File: src/rtl/cache_req_scheduler_pkg.sv
// Shared encodings for the cache request scheduler: FSM states, response
// source codes and the memory fallback data pattern.
package cache_sched_pkg;

  typedef enum logic [2:0] {
    ST_IDLE,
    ST_ISSUE,
    ST_WAIT,
    ST_PROMOTE,
    ST_MISS
  } sched_state_e;

  localparam logic [1:0] SRC_NONE = 2'd0;
  localparam logic [1:0] SRC_L1   = 2'd1;
  localparam logic [1:0] SRC_L2   = 2'd2;
  localparam logic [1:0] SRC_MEM  = 2'd3;

  localparam logic [31:0] FALLBACK_DATA = 32'hCAFEBABE;

endpackage

File: src/rtl/cache_req_scheduler_rr_arbiter.sv
// Round-robin arbiter: grants the first requester at or after ptr_i,
// wrapping, and reports the pointer value that follows the winner.
module rr_arbiter #(
  parameter int NUM_REQ = 2
) (
  input  logic [NUM_REQ-1:0] req_i,
  input  logic [2:0]         ptr_i,
  input  logic               en_i,
  output logic [NUM_REQ-1:0] gnt_o,
  output logic [2:0]         gnt_idx_o,
  output logic [2:0]         ptr_nxt_o,
  output logic               gnt_vld_o
);

  logic found;

  always_comb begin
    gnt_o     = '0;
    gnt_idx_o = '0;
    ptr_nxt_o = ptr_i;
    gnt_vld_o = 1'b0;
    found     = 1'b0;
    // First pass covers ptr..N-1; second pass wraps to the lowest index.
    for (int j = 0; j < NUM_REQ; j++) begin
      if (en_i && !found && req_i[j] && (j >= int'(ptr_i))) begin
        found     = 1'b1;
        gnt_o[j]  = 1'b1;
        gnt_idx_o = 3'(j);
        ptr_nxt_o = 3'((j + 1) % NUM_REQ);
      end
    end
    for (int j = 0; j < NUM_REQ; j++) begin
      if (en_i && !found && req_i[j]) begin
        found     = 1'b1;
        gnt_o[j]  = 1'b1;
        gnt_idx_o = 3'(j);
        ptr_nxt_o = 3'((j + 1) % NUM_REQ);
      end
    end
    gnt_vld_o = found;
  end

endmodule

File: src/rtl/cache_req_scheduler.sv
// Shares one L1/L2 cache read port among NUM_REQ requesters, one read in
// flight at a time, with promotion bubbles, miss latency and hit statistics.
module cache_req_scheduler #(
  parameter int NUM_REQ      = 2,
  parameter int ADDR_WIDTH   = 11,
  parameter int DATA_WIDTH   = 32,
  parameter int RESP_LAT     = 1,
  parameter int MISS_PENALTY = 4,
  parameter int STAT_WIDTH   = 16
) (
  input  logic                          clk,
  input  logic                          rst_n,
  input  logic [NUM_REQ-1:0]            req_valid,
  input  logic [NUM_REQ*ADDR_WIDTH-1:0] req_addr,
  output logic [NUM_REQ-1:0]            req_ready,
  output logic                          rsp_valid,
  output logic [2:0]                    rsp_id,
  output logic [DATA_WIDTH-1:0]         rsp_data,
  output logic [1:0]                    rsp_src,
  output logic                          busy,
  output logic                          cache_read,
  output logic [ADDR_WIDTH-1:0]         cache_addr,
  input  logic [DATA_WIDTH-1:0]         cache_read_data,
  input  logic                          cache_l1_hit,
  input  logic                          cache_l2_hit,
  output logic [STAT_WIDTH-1:0]         stat_l1,
  output logic [STAT_WIDTH-1:0]         stat_l2,
  output logic [STAT_WIDTH-1:0]         stat_miss
);

  import cache_sched_pkg::*;

  localparam int LAT_W  = $clog2(RESP_LAT + 1);
  localparam int MISS_W = $clog2(MISS_PENALTY + 1);

  function automatic logic [STAT_WIDTH-1:0] sat_inc(input logic [STAT_WIDTH-1:0] v);
    return (&v) ? v : v + 1'b1;
  endfunction

  sched_state_e            state_q, state_d;
  logic [2:0]              ptr_q, ptr_d;
  logic [LAT_W-1:0]        lat_q, lat_d;
  logic [MISS_W-1:0]       miss_q, miss_d;
  logic [2:0]              id_q, id_d;
  logic [DATA_WIDTH-1:0]   data_q, data_d;
  logic                    cache_read_q, cache_read_d;
  logic [ADDR_WIDTH-1:0]   cache_addr_q, cache_addr_d;
  logic                    rsp_valid_q, rsp_valid_d;
  logic [2:0]              rsp_id_q, rsp_id_d;
  logic [DATA_WIDTH-1:0]   rsp_data_q, rsp_data_d;
  logic [1:0]              rsp_src_q, rsp_src_d;
  logic [STAT_WIDTH-1:0]   stat_l1_q, stat_l1_d;
  logic [STAT_WIDTH-1:0]   stat_l2_q, stat_l2_d;
  logic [STAT_WIDTH-1:0]   stat_miss_q, stat_miss_d;

  logic [NUM_REQ-1:0]      arb_gnt;
  logic [2:0]              arb_idx;
  logic [2:0]              arb_ptr_nxt;
  logic                    arb_vld;
  logic [ADDR_WIDTH-1:0]   addr_sel;

  rr_arbiter #(.NUM_REQ(NUM_REQ)) u_arb (
    .req_i     (req_valid),
    .ptr_i     (ptr_q),
    .en_i      (state_q == ST_IDLE),
    .gnt_o     (arb_gnt),
    .gnt_idx_o (arb_idx),
    .ptr_nxt_o (arb_ptr_nxt),
    .gnt_vld_o (arb_vld)
  );

  always_comb begin
    addr_sel = '0;
    for (int i = 0; i < NUM_REQ; i++) begin
      if (arb_gnt[i]) addr_sel = req_addr[i*ADDR_WIDTH +: ADDR_WIDTH];
    end
  end

  always_comb begin
    state_d      = state_q;
    ptr_d        = ptr_q;
    lat_d        = lat_q;
    miss_d       = miss_q;
    id_d         = id_q;
    data_d       = data_q;
    cache_read_d = 1'b0;
    cache_addr_d = cache_addr_q;
    rsp_valid_d  = 1'b0;
    rsp_id_d     = rsp_id_q;
    rsp_data_d   = rsp_data_q;
    rsp_src_d    = rsp_src_q;
    stat_l1_d    = stat_l1_q;
    stat_l2_d    = stat_l2_q;
    stat_miss_d  = stat_miss_q;
    unique case (state_q)
      ST_IDLE: begin
        // The read strobe is registered, so it is armed on the accept edge.
        if (arb_vld) begin
          id_d         = arb_idx;
          ptr_d        = arb_ptr_nxt;
          cache_addr_d = addr_sel;
          cache_read_d = 1'b1;
          state_d      = ST_ISSUE;
        end
      end
      ST_ISSUE: begin
        lat_d   = LAT_W'(RESP_LAT);
        state_d = ST_WAIT;
      end
      ST_WAIT: begin
        lat_d = lat_q - 1'b1;
        if (lat_q <= LAT_W'(1)) begin
          if (cache_l1_hit) begin
            rsp_valid_d = 1'b1;
            rsp_id_d    = id_q;
            rsp_data_d  = cache_read_data;
            rsp_src_d   = SRC_L1;
            stat_l1_d   = sat_inc(stat_l1_q);
            state_d     = ST_IDLE;
          end else if (cache_l2_hit) begin
            data_d  = cache_read_data;
            state_d = ST_PROMOTE;
          end else begin
            data_d  = cache_read_data;
            miss_d  = MISS_W'(MISS_PENALTY);
            state_d = ST_MISS;
          end
        end
      end
      ST_PROMOTE: begin
        rsp_valid_d = 1'b1;
        rsp_id_d    = id_q;
        rsp_data_d  = data_q;
        rsp_src_d   = SRC_L2;
        stat_l2_d   = sat_inc(stat_l2_q);
        state_d     = ST_IDLE;
      end
      ST_MISS: begin
        miss_d = miss_q - 1'b1;
        if (miss_q <= MISS_W'(1)) begin
          rsp_valid_d = 1'b1;
          rsp_id_d    = id_q;
          rsp_data_d  = data_q;
          rsp_src_d   = SRC_MEM;
          stat_miss_d = sat_inc(stat_miss_q);
          state_d     = ST_IDLE;
        end
      end
      default: state_d = ST_IDLE;
    endcase
  end

  always_ff @(posedge clk) begin
    if (!rst_n) begin
      state_q      <= ST_IDLE;
      ptr_q        <= '0;
      lat_q        <= '0;
      miss_q       <= '0;
      cache_read_q <= 1'b0;
      cache_addr_q <= '0;
      rsp_valid_q  <= 1'b0;
      rsp_id_q     <= '0;
      rsp_data_q   <= '0;
      rsp_src_q    <= SRC_NONE;
      stat_l1_q    <= '0;
      stat_l2_q    <= '0;
      stat_miss_q  <= '0;
    end else begin
      state_q      <= state_d;
      ptr_q        <= ptr_d;
      lat_q        <= lat_d;
      miss_q       <= miss_d;
      cache_read_q <= cache_read_d;
      cache_addr_q <= cache_addr_d;
      rsp_valid_q  <= rsp_valid_d;
      rsp_id_q     <= rsp_id_d;
      rsp_data_q   <= rsp_data_d;
      rsp_src_q    <= rsp_src_d;
      stat_l1_q    <= stat_l1_d;
      stat_l2_q    <= stat_l2_d;
      stat_miss_q  <= stat_miss_d;
    end
  end

  // Transaction payload only; meaningless until a request is accepted.
  always_ff @(posedge clk) begin
    id_q   <= id_d;
    data_q <= data_d;
  end

  assign req_ready  = arb_gnt;
  assign busy       = (state_q != ST_IDLE);
  assign cache_read = cache_read_q;
  assign cache_addr = cache_addr_q;
  assign rsp_valid  = rsp_valid_q;
  assign rsp_id     = rsp_id_q;
  assign rsp_data   = rsp_data_q;
  assign rsp_src    = rsp_src_q;
  assign stat_l1    = stat_l1_q;
  assign stat_l2    = stat_l2_q;
  assign stat_miss  = stat_miss_q;

endmodule

File: config.mk
export PLATFORM = sky130hd
export DESIGN_NAME = cache_req_scheduler
export DESIGN_NICKNAME = d
export VERILOG_FILES = /design/src/rtl/cache_req_scheduler_pkg.sv /design/src/rtl/cache_req_scheduler_rr_arbiter.sv /design/src/rtl/cache_req_scheduler.sv
export SDC_FILE = /design/constraint.sdc
export NUM_CORES = 1
export LEC_CHECK = 0
export CAP_MARGIN = 0
export CORE_MARGIN = 2
export CORE_UTILIZATION = 50
export CTS_BUF_LIST = sky130_fd_sc_hd__clkbuf_4 sky130_fd_sc_hd__clkbuf_8
export DETAILED_ROUTE_END_ITERATION = 16
export GPL_TIMING_DRIVEN = 0
export PLACE_DENSITY_LB_ADDON = 0.2
export SYNTH_ARGS = -nofsm -noshare
export SYNTH_HDL_FRONTEND = slang
export SYNTH_HIERARCHICAL = 1
export SYNTH_SLANG_ARGS = --single-unit
File: constraint.sdc
create_clock -name clk -period 5.8 [get_ports clk]
set_clock_uncertainty 0.2 [all_clocks]
set_input_delay 0.87 -clock clk [delete_from_list [all_inputs] [get_ports clk]]
set_output_delay 0.87 -clock clk [all_outputs]
set_load 0.01 [all_outputs]
==> run_results.csv, run 1 <==
group,metric,value,unit
grt,grt_first_pass_wirelength,24100,µm
critical_path,start_kind,"register",
route,first_pass_iters,5,
sta,slew_headroom,30.2,%
placed_design,port_buffers,159,
floorplanning,die_y,113,µm
route,via_per_inst,5.54,
run_status,outcome,"completed",
cts,clock_path_buffers,2,
cts,clkTransAtPathRegs,0.08,ns
synth,synth_top_cell_by_area,"dfxtp_1",
grt,grt_overflow,0,
cts,cts_resized,0,
floorplanning,coreArea,11500,µm²
route,drt_iter0_drc,334,
cts,cts_setup_buffers,0,
placed_design,place_congestion,0.812,
sta,setup_ws,2.11,ns
sta,rsz0062_at_grt,"false",
floorplanning,rows,39,
sta,fmax,271,MHz
floorplanning,initial_core_util,51.4,%
power,p_leak,0.00292,µW
cts,cts.sinks,142,
cts,cts_tree,"yes",
final_layout,nNetsFinal,829,
cts,clkLatencyLatePin,0.43,ns
critical_path,endpoint_kind,"output port",
synth,ys_types,54,
worst_hold_path,hold_path.class,"register to register",
route,drc_errors,0,
final_layout,n_antenna_cell,0,
synth,async_flop_share,0,%
critical_path,path_class,"register to output port",
floorplanning,io_pins,161,
flow_run,max_cap_viol_count,0,
critical_path,cp_data_required_time,4.73,ns
synth,synth_top_cells_by_area,"dfxtp_1, edfxtp_1, mux2i_1",
sta,setup_violations,0,
cts,ctsHoldBuffers,0,
sta,tightest_slew,1.04,ns
synth,synth_top_area_share,36.3,%
route,wire_per_inst,16.1,µm
sta,tns,0,ns
power,ir_drop,0.200,mV
synth,syn_area_per_cell,10.1,µm²
synth,yosys_warnings,6,
grt,grt_usage,23.5,%
synth,synth-edff-count,35,
sta,whs,0.296,ns
power,power.total,2790,µW
sta,slew_violations,0,
grt,grt_max_degree,17,
synth,synth_area,5900,µm²
cts,htreeDepth,4,
grt,grt_pass1_vias,4970,
route,vias,5096,
sta,period_minus_slack,3.69,ns
final_layout,area_growth,38.3,%
cts,clockRootBuffer,"clkbuf_8",
synth,postSynthCellCount,582,
synth,synth_ff_type,"dfxtp_1",
sta,post-route-period-util,63.7,%
synth,yosysMostFrequentCell,"dfxtp_1",
placed_design,pre_cts_ws,2.23,ns
synth,ys_seq_elements,142,
route,antenna_left,0,
route,wl,14900,µm
floorplanning,design.die.area,12700,µm²
floorplanning,die_x,113,µm
placed_design,dpl.hpwl,10700,µm
synth,ys_top_cells_by_count,"dfxtp_1, nor2_1, a211oi_1",
cts,cts_inserted_buffers,17,
sta,hold_viol,0,
grt,grt_antenna_before_repair,0,
critical_path,crit_arrival,2.62,ns
final_layout,final_area,8160,µm²
critical_path,cp_max_fo,10,
power,power_density,342,nW/µm²
critical_path,r2r_slack,2.87,ns
placed_design,post_dp_cell_area,7720,µm²
synth,yosysSeqAreaShare,54.1,%
final_layout,drive_above_1_share,5.92,%
==> final cells by class <==
type	instances	area (µm²)
clock inverter	14	191
tap	143	179
inverter	7	26.3
buffer	33	141
fill	870	3310
sequential	142	3190
timing repair buffer	162	1630
clock buffer	18	248
multi-input combinational	401	2550
==> power by group <==
group / switching (µW) / internal, µW
sequential: 55.4 / 1140
clock: 383 / 480
combinational: 383 / 349
total: 821 / 1970
==> cells by family (layout without fill, tap and decap cells) <==
kind of cell    after synthesis  count (layout)  share of synthesized area [%]
simple gates                218             218                           18.5
flops                       142             142                           54.1
compound gates              107             107                           12.3
buf+inv                      40             234                           2.84
mux                          38              38                           6.45
xor+xnor                     31              31                           4.60
fa+ha+maj                     5               5                           1.06
other cells                   1               2                         0.0636
==> state kept, by name, indices dropped and copies added, names as in the netlist, 3 cells and up <==
signal      flops
stat_l1        16
id_q            3
stat_l2        16
state_q         3
rsp_id          3
rsp_data       32
cache_addr     11
miss_q          3
stat_miss      16
ptr_q           3
data_q         32
==> placed cells by master (no fill, tap or decap), types with 14 or more instances in the layout <==
master | netlist | final
xnor2_1 | 24 | 24
nand2_1 | 23 | 23
edfxtp_1 | 35 | 35
mux2i_1 | 38 | 38
a211oi_1 | 45 | 45
nor4_1 | 14 | 14
clkdlybuf4s50_1 | 0 | 159
o21ai_0 | 15 | 15
nand4_1 | 16 | 16
clkbuf_8 | 0 | 18
dfxtp_1 | 107 | 107
nand3_1 | 17 | 17
nor2_1 | 93 | 93
a21oi_1 | 20 | 20
clkbuf_1 | 20 | 20
==> layer usage <==
metal / global-route usage, % / part of all wire (%)
met2: 39.0 / 48
met4: 7.97 / 1.5
met3: 6.37 / 6.4
met1: 29.8 / 44
met5: 0 / 0
==> worst max-delay path, cell delays in order (launching register included) <==
cell             delay, ns
dfxtp_1               0.31
buf_2                 0.16
nor3_1                0.51
nand2_1               0.18
a21oi_1               0.40
clkdlybuf4s50_1       0.63
==> worst paths after layout <==
check | startpoint | endpoint | cells after the start
worst max-delay path | state_q[0]$_SDFFE_PN0P_ | req_ready[1] | 5
worst min-delay path | rsp_src[0]$_SDFFE_PN0P_ | rsp_src[0]$_SDFFE_PN0P_ | 2
worst max register to register | state_q[0]$_SDFFE_PN0P_ | id_q[1]$_DFFE_PP_ | 7
worst min register to register | rsp_src[0]$_SDFFE_PN0P_ | rsp_src[0]$_SDFFE_PN0P_ | 2
==> stage by stage <==
stage          cells  utilization, %
5_1_grt          920            71.2
2_1_floorplan    583               -
3_5_place_dp     888            67.3
3_3_place_gp     885            66.9
6_report         920            71.2
4_1_cts          920            71.2
Note: power is estimated with default switching activity, not from simulation.
==> run 2: changes to the inputs <==
- clock period: 5.8 -> 3.55 ns (I/O delays scaled with it)
==> run 2 against run 1 <==
Net effect:
- core utilization is 0.55 points lower
- total power is 60% higher
- via count hardly changed
- clock power is 51% higher
- first-iteration DRC count is 1.2% lower
- sequential share of layout area is 0.30 points higher
- sequential power is 64% higher
- critical path depth stayed put
- flip-flop and latch count stayed put
- die area stayed put
- critical path type unchanged
- highest routed layer unchanged
==> run_results.csv, run 2 (synthesis gave the netlist of run 1 again) <==
group,metric,value,unit
route,vias,5095,
floorplanning,die_x,113,µm
sta,period_minus_slack,3.39,ns
cts,clkTransAtPathRegs,0.07,ns
critical_path,worst_path_largest_cell_delay,0.62,ns
final_layout,drive_above_1_share,5.16,%
grt,grt_max_degree,21,
cts,cts_setup_buffers,0,
sta,tightest_slew,1.07,ns
critical_path,crit_arrival,2.65,ns
route,drt_iter0_drc,330,
worst_hold_path,min_to,"rsp_id[1]$_SDFFE_PN0P_",
critical_path,worstSetupStartpoint,"state_q[0]$_SDFFE_PN0P_",
final_layout,final_core_util,70.6,%
run_status,outcome,"completed",
route,antenna_left,0,
cts,clockRootBuffer,"clkbuf_8",
worst_hold_path,hold_path.class,"register to register",
critical_path,path_class,"register to output port",
sta,rsz0062_at_grt,"false",
grt,grt_overflow,0,
sta,tns,0,ns
grt,grt_first_pass_wirelength,24200,µm
critical_path,slowest_stage,"clkdlybuf4s50_1",
sta,fmax,295,MHz
cts,cts_inserted_buffers,17,
placed_design,placedCellCount,886,
final_layout,final_cell_mix,"clkdlybuf4s50_1, dfxtp_1, nor2_1",
cts,cts_resized,0,
sta,post-route-period-util,95.4,%
sta,slew_violations,0,
sta,slew_headroom,28.2,%
floorplanning,initial_core_util,51.4,%
placed_design,port_buffers,159,
power,p_leak,0.00290,µW
cts,clkLatencyLatePin,0.45,ns
route,wl,15300,µm
power,power_density,551,nW/µm²
floorplanning,design.die.area,12700,µm²
final_layout,nNetsFinal,827,
cts,ctsHoldBuffers,0,
critical_path,worstReg2RegStart,"state_q[0]$_SDFFE_PN0P_",
worst_hold_path,worst_hold_path.num_cells,2,
critical_path,cp_data_required_time,2.82,ns
final_layout,area_growth,37.2,%
floorplanning,rows,39,
cts,cts_tree,"yes",
grt,grt_usage,24.2,%
critical_path,cp_max_fo,10,
cts,clock_path_buffers,2,
critical_path,endpoint_kind,"output port",
placed_design,place_congestion,0.813,
critical_path,reg2regPathDepth,9,
critical_path,start_kind,"register",
floorplanning,die_y,113,µm
floorplanning,coreArea,11500,µm²
final_layout,n_antenna_cell,0,
final_layout,final_common_cell,"clkdlybuf4s50_1",
route,wire_per_inst,16.6,µm
flow_run,max_cap_viol_count,0,
placed_design,dpl.hpwl,11000,µm
final_layout,layout.cells.non_filler,918,
grt,grt_antenna_before_repair,0,
critical_path,critical_path.cell_chain,"buf_2 > nor3_1 > nand2_1 > a21oi_1 > clkdlybuf4s50_1",
critical_path,worstReg2RegEnd,"cache_addr[2]$_SDFFE_PN0P_",
critical_path,r2r_slack,0.57,ns
route,first_pass_iters,5,
cts,htreeDepth,4,
worst_hold_path,hold_start,"id_q[1]$_DFFE_PP_",
grt,grt_pass1_vias,5003,
route,drc_errors,0,
sta,setup_violations,0,
cts,cts.sinks,142,
floorplanning,io_pins,161,
route,via_per_inst,5.55,
sta,hold_viol,0,
power,ir_drop,0.366,mV
==> run 2: changes by cell type in the layout (fill, tap and decap cells not counted), moves of 3 or more <==
cell        before  now
clkinvlp_4       3    0
clkinv_4         3    0
clkbuf_4         0    4
clkinv_1         1    5
==> run 2: per-stage QoR <==
stage / setup slack [ns] / hold slack (ns) / area, µm² / total power [µW]
CTS: 0.153 / 0.297 / 8100 / 4480
detailed placement: 0.620 / 0.280 / 7700 / 3190
floorplan: 0.740 / 0.256 / 5910 / 2640
finish: 0.163 / 0.295 / 8100 / 4460
global placement: -0.557 / 0.268 / 7680 / 3130
global route: 0.0102 / 0.316 / 8100 / 4660
==> run 2: per-layer routing <==
metal | GRT usage [%] | share of wire (%)
met1 | 29.8 | 44
met2 | 40.1 | 49
met3 | 7.29 | 5.6
met4 | 9.11 | 1.5
met5 | 0 | 0
==> run 2: how the worst max path moves through the flow <==
stage | end | slack (ns)
finish | req_ready[1] | 0.16
global route | req_ready[1] | 0.01
detailed placement | cache_addr[2]$_SDFFE_PN0P_ | 0.62
CTS | req_ready[1] | 0.15
floorplan | miss_q[1]$_SDFFE_PN0P_ | 0.74
global placement | miss_q[1]$_SDFFE_PN0P_ | -0.56
==> run 2: area by class of cell <==
cell class              count  area (µm²)
fillers                   882        3370
inverters                   7        26.3
repair buffers            160        1610
well taps                 143         179
plain buffers              33         141
flip-flops and latches    142        3190
multi-input cells         401        2550
clock inverters            10         119
clock buffers              22         278
==> run 2: worst max-delay path: cells and delay by family (launching register included) <==
family / cells / cell delay, ns
buffers and inverters: 2 / 0.80
AND/OR/NAND/NOR: 2 / 0.72
flip-flops: 1 / 0.31
AO/OA/AOI/OAI: 1 / 0.38
==> run 2: power breakdown <==
group / internal [µW] / switching (µW) / leakage [µW]
Clock: 730 / 573 / 0.000206
Combinational: 565 / 640 / 0.00151
Sequential: 1860 / 90.5 / 0.00119
==> run 3: changes to the inputs <==
- GPL_TIMING_DRIVEN: 0 -> not set
==> run 3 against run 2 <==
Net effect:
- largest cell class unchanged
- largest power group unchanged
- core utilization down 0.12 points
- critical path depth is the same
- worst hold slack got worse by 0.0025 ns
- first-iteration DRC count decreased by 15%
- total power increased by 0.85%
- non-clock buffer count decreased by 23
- worst setup slack improved by 0.54 ns
- clock-buffer cell count down 4
==> run_results.csv, run 3 (synthesis gave the netlist of run 1 again) <==
group,metric,value,unit
route,antenna_left,0,
critical_path,critical_path.cell_chain,"nor3_1 > buf_4 > nand2_1 > a21oi_1 > clkdlybuf4s50_1",
floorplanning,die_x,113,µm
cts,ctsHoldBuffers,0,
sta,slew_headroom,39.5,%
final_layout,area_growth,37.0,%
sta,hold_viol,0,
power,power_density,557,nW/µm²
route,vias,4980,
route,first_pass_iters,4,
final_layout,final_area,8080,µm²
critical_path,cp_max_fo,11,
route,via_per_inst,5.56,
sta,rsz0062_at_grt,"false",
cts,clkTransAtPathRegs,0.08,ns
floorplanning,io_pins,161,
route,wl,14100,µm
cts,cts_tree,"yes",
cts,clockRootBuffer,"clkbuf_8",
grt,grt_max_degree,46,
final_layout,nFillCells,889,
cts,cts_inserted_buffers,17,
final_layout,drive_above_1_share,6.65,%
grt,grt_usage,22.3,%
critical_path,slowest_stage,"clkdlybuf4s50_1",
grt,grt_overflow,0,
grt,grt_first_pass_wirelength,22900,µm
run_status,outcome,"completed",
floorplanning,rows,39,
critical_path,worst_path_largest_cell_delay,0.59,ns
cts,clkLatencyLatePin,0.44,ns
worst_hold_path,hold_path.class,"register to register",
sta,setup_violations,0,
floorplanning,die_y,113,µm
grt,grt_pass1_vias,4810,
cts,cts_resized,0,
placed_design,post_dp_cell_area,7650,µm²
flow_run,max_cap_viol_count,0,
sta,slew_violations,0,
cts,cts_setup_buffers,0,
sta,tns,0,ns
final_layout,multi_input_area,2560,µm²
placed_design,place_congestion,0.819,
critical_path,path_class,"register to output port",
sta,post-route-period-util,80.2,%
floorplanning,design.die.area,12700,µm²
final_layout,nNetsFinal,804,
final_layout,regArea,3190,µm²
placed_design,port_buffers,160,
final_layout,n_antenna_cell,0,
cts,cts.sinks,142,
final_layout,final_cell_mix,"clkdlybuf4s50_1, dfxtp_1, nor2_1",
sta,tightest_slew,0.900,ns
sta,period_minus_slack,2.85,ns
placed_design,dpl.hpwl,9730,µm
critical_path,start_kind,"register",
route,drc_errors,0,
critical_path,crit_arrival,2.11,ns
critical_path,endpoint_kind,"output port",
cts,clock_path_buffers,2,
sta,fmax,351,MHz
power,ir_drop,0.343,mV
cts,htreeDepth,4,
route,wire_per_inst,15.8,µm
critical_path,cp_data_required_time,2.82,ns
floorplanning,initial_core_util,51.4,%
power,p_leak,0.00290,µW
floorplanning,coreArea,11500,µm²
route,drt_iter0_drc,280,
final_layout,final_common_cell,"clkdlybuf4s50_1",
grt,grt_antenna_before_repair,0,
## run 3: cell count changes in the layout (fill, tap and decap cells not counted), moves of 2 or more
| cell | change |
|---|---|
| clkbuf_1 | -20 |
| clkbuf_4 | -3 |
| clkinvlp_4 | +2 |
| clkinv_1 | -4 |
| buf_1 | -8 |
| clkinv_4 | +2 |
| buf_4 | +7 |
| inv_6 | +2 |
## run 3: worst paths after layout
path | cells past startpoint | from | slack, ns | endpoint
min | 2 | id_q[0]$_DFFE_PP_ | 0.29 | rsp_id[0]$_SDFFE_PN0P_
max reg2reg | 6 | state_q[2]$_SDFFE_PN0P_ | 0.80 | rsp_data[31]$_SDFFE_PN0P_
max | 5 | state_q[0]$_SDFFE_PN0P_ | 0.70 | req_ready[1]
min reg2reg | 2 | id_q[0]$_DFFE_PP_ | 0.29 | rsp_id[0]$_SDFFE_PN0P_
## run 3: final cells by class
cell class	instances	share of cell area, %
Clock buffer	18	2.99
Timing Repair Buffer	170	20.9
Clock inverter	14	2.35
Multi-Input combinational cell	401	31.7
Tap cell	143	2.21
Sequential cell	142	39.5
Inverter	7	0.325
## run 3: worst max-delay path: cells and delay by family, from the launching register on
kind / cells / cell delay, ns
buffers and inverters: 2 / 0.77
AOI/OAI and AO/OA: 1 / 0.18
DFF: 1 / 0.43
and+or+nand+nor: 2 / 0.29
## run 3: stage by stage
step	setup slack, ns	power (µW)	std cells	hold WS [ns]	utilization (%)
finish	0.704	4500	895	0.292	70.5
global route	0.563	4720	895	0.305	70.5
CTS	0.664	4540	895	0.297	70.5
detailed placement	0.787	3150	863	0.280	66.7
global placement	0.919	3110	863	0.265	66.7
floorplan	0.740	2640	583	0.256	-
## run 3: report_power, final
part	switching (µW)	total, µW	internal [µW]
logic	569	1130	564
clock network	617	1390	774
registers	112	1970	1860
total	1300	4500	3200
## run 3: layer usage
layer | track usage [%] | share of wire [%]
met4 | 8.29 | 1.6
met5 | 0 | 0
met3 | 6.16 | 5.9
met1 | 28.4 | 44
met2 | 36.4 | 48
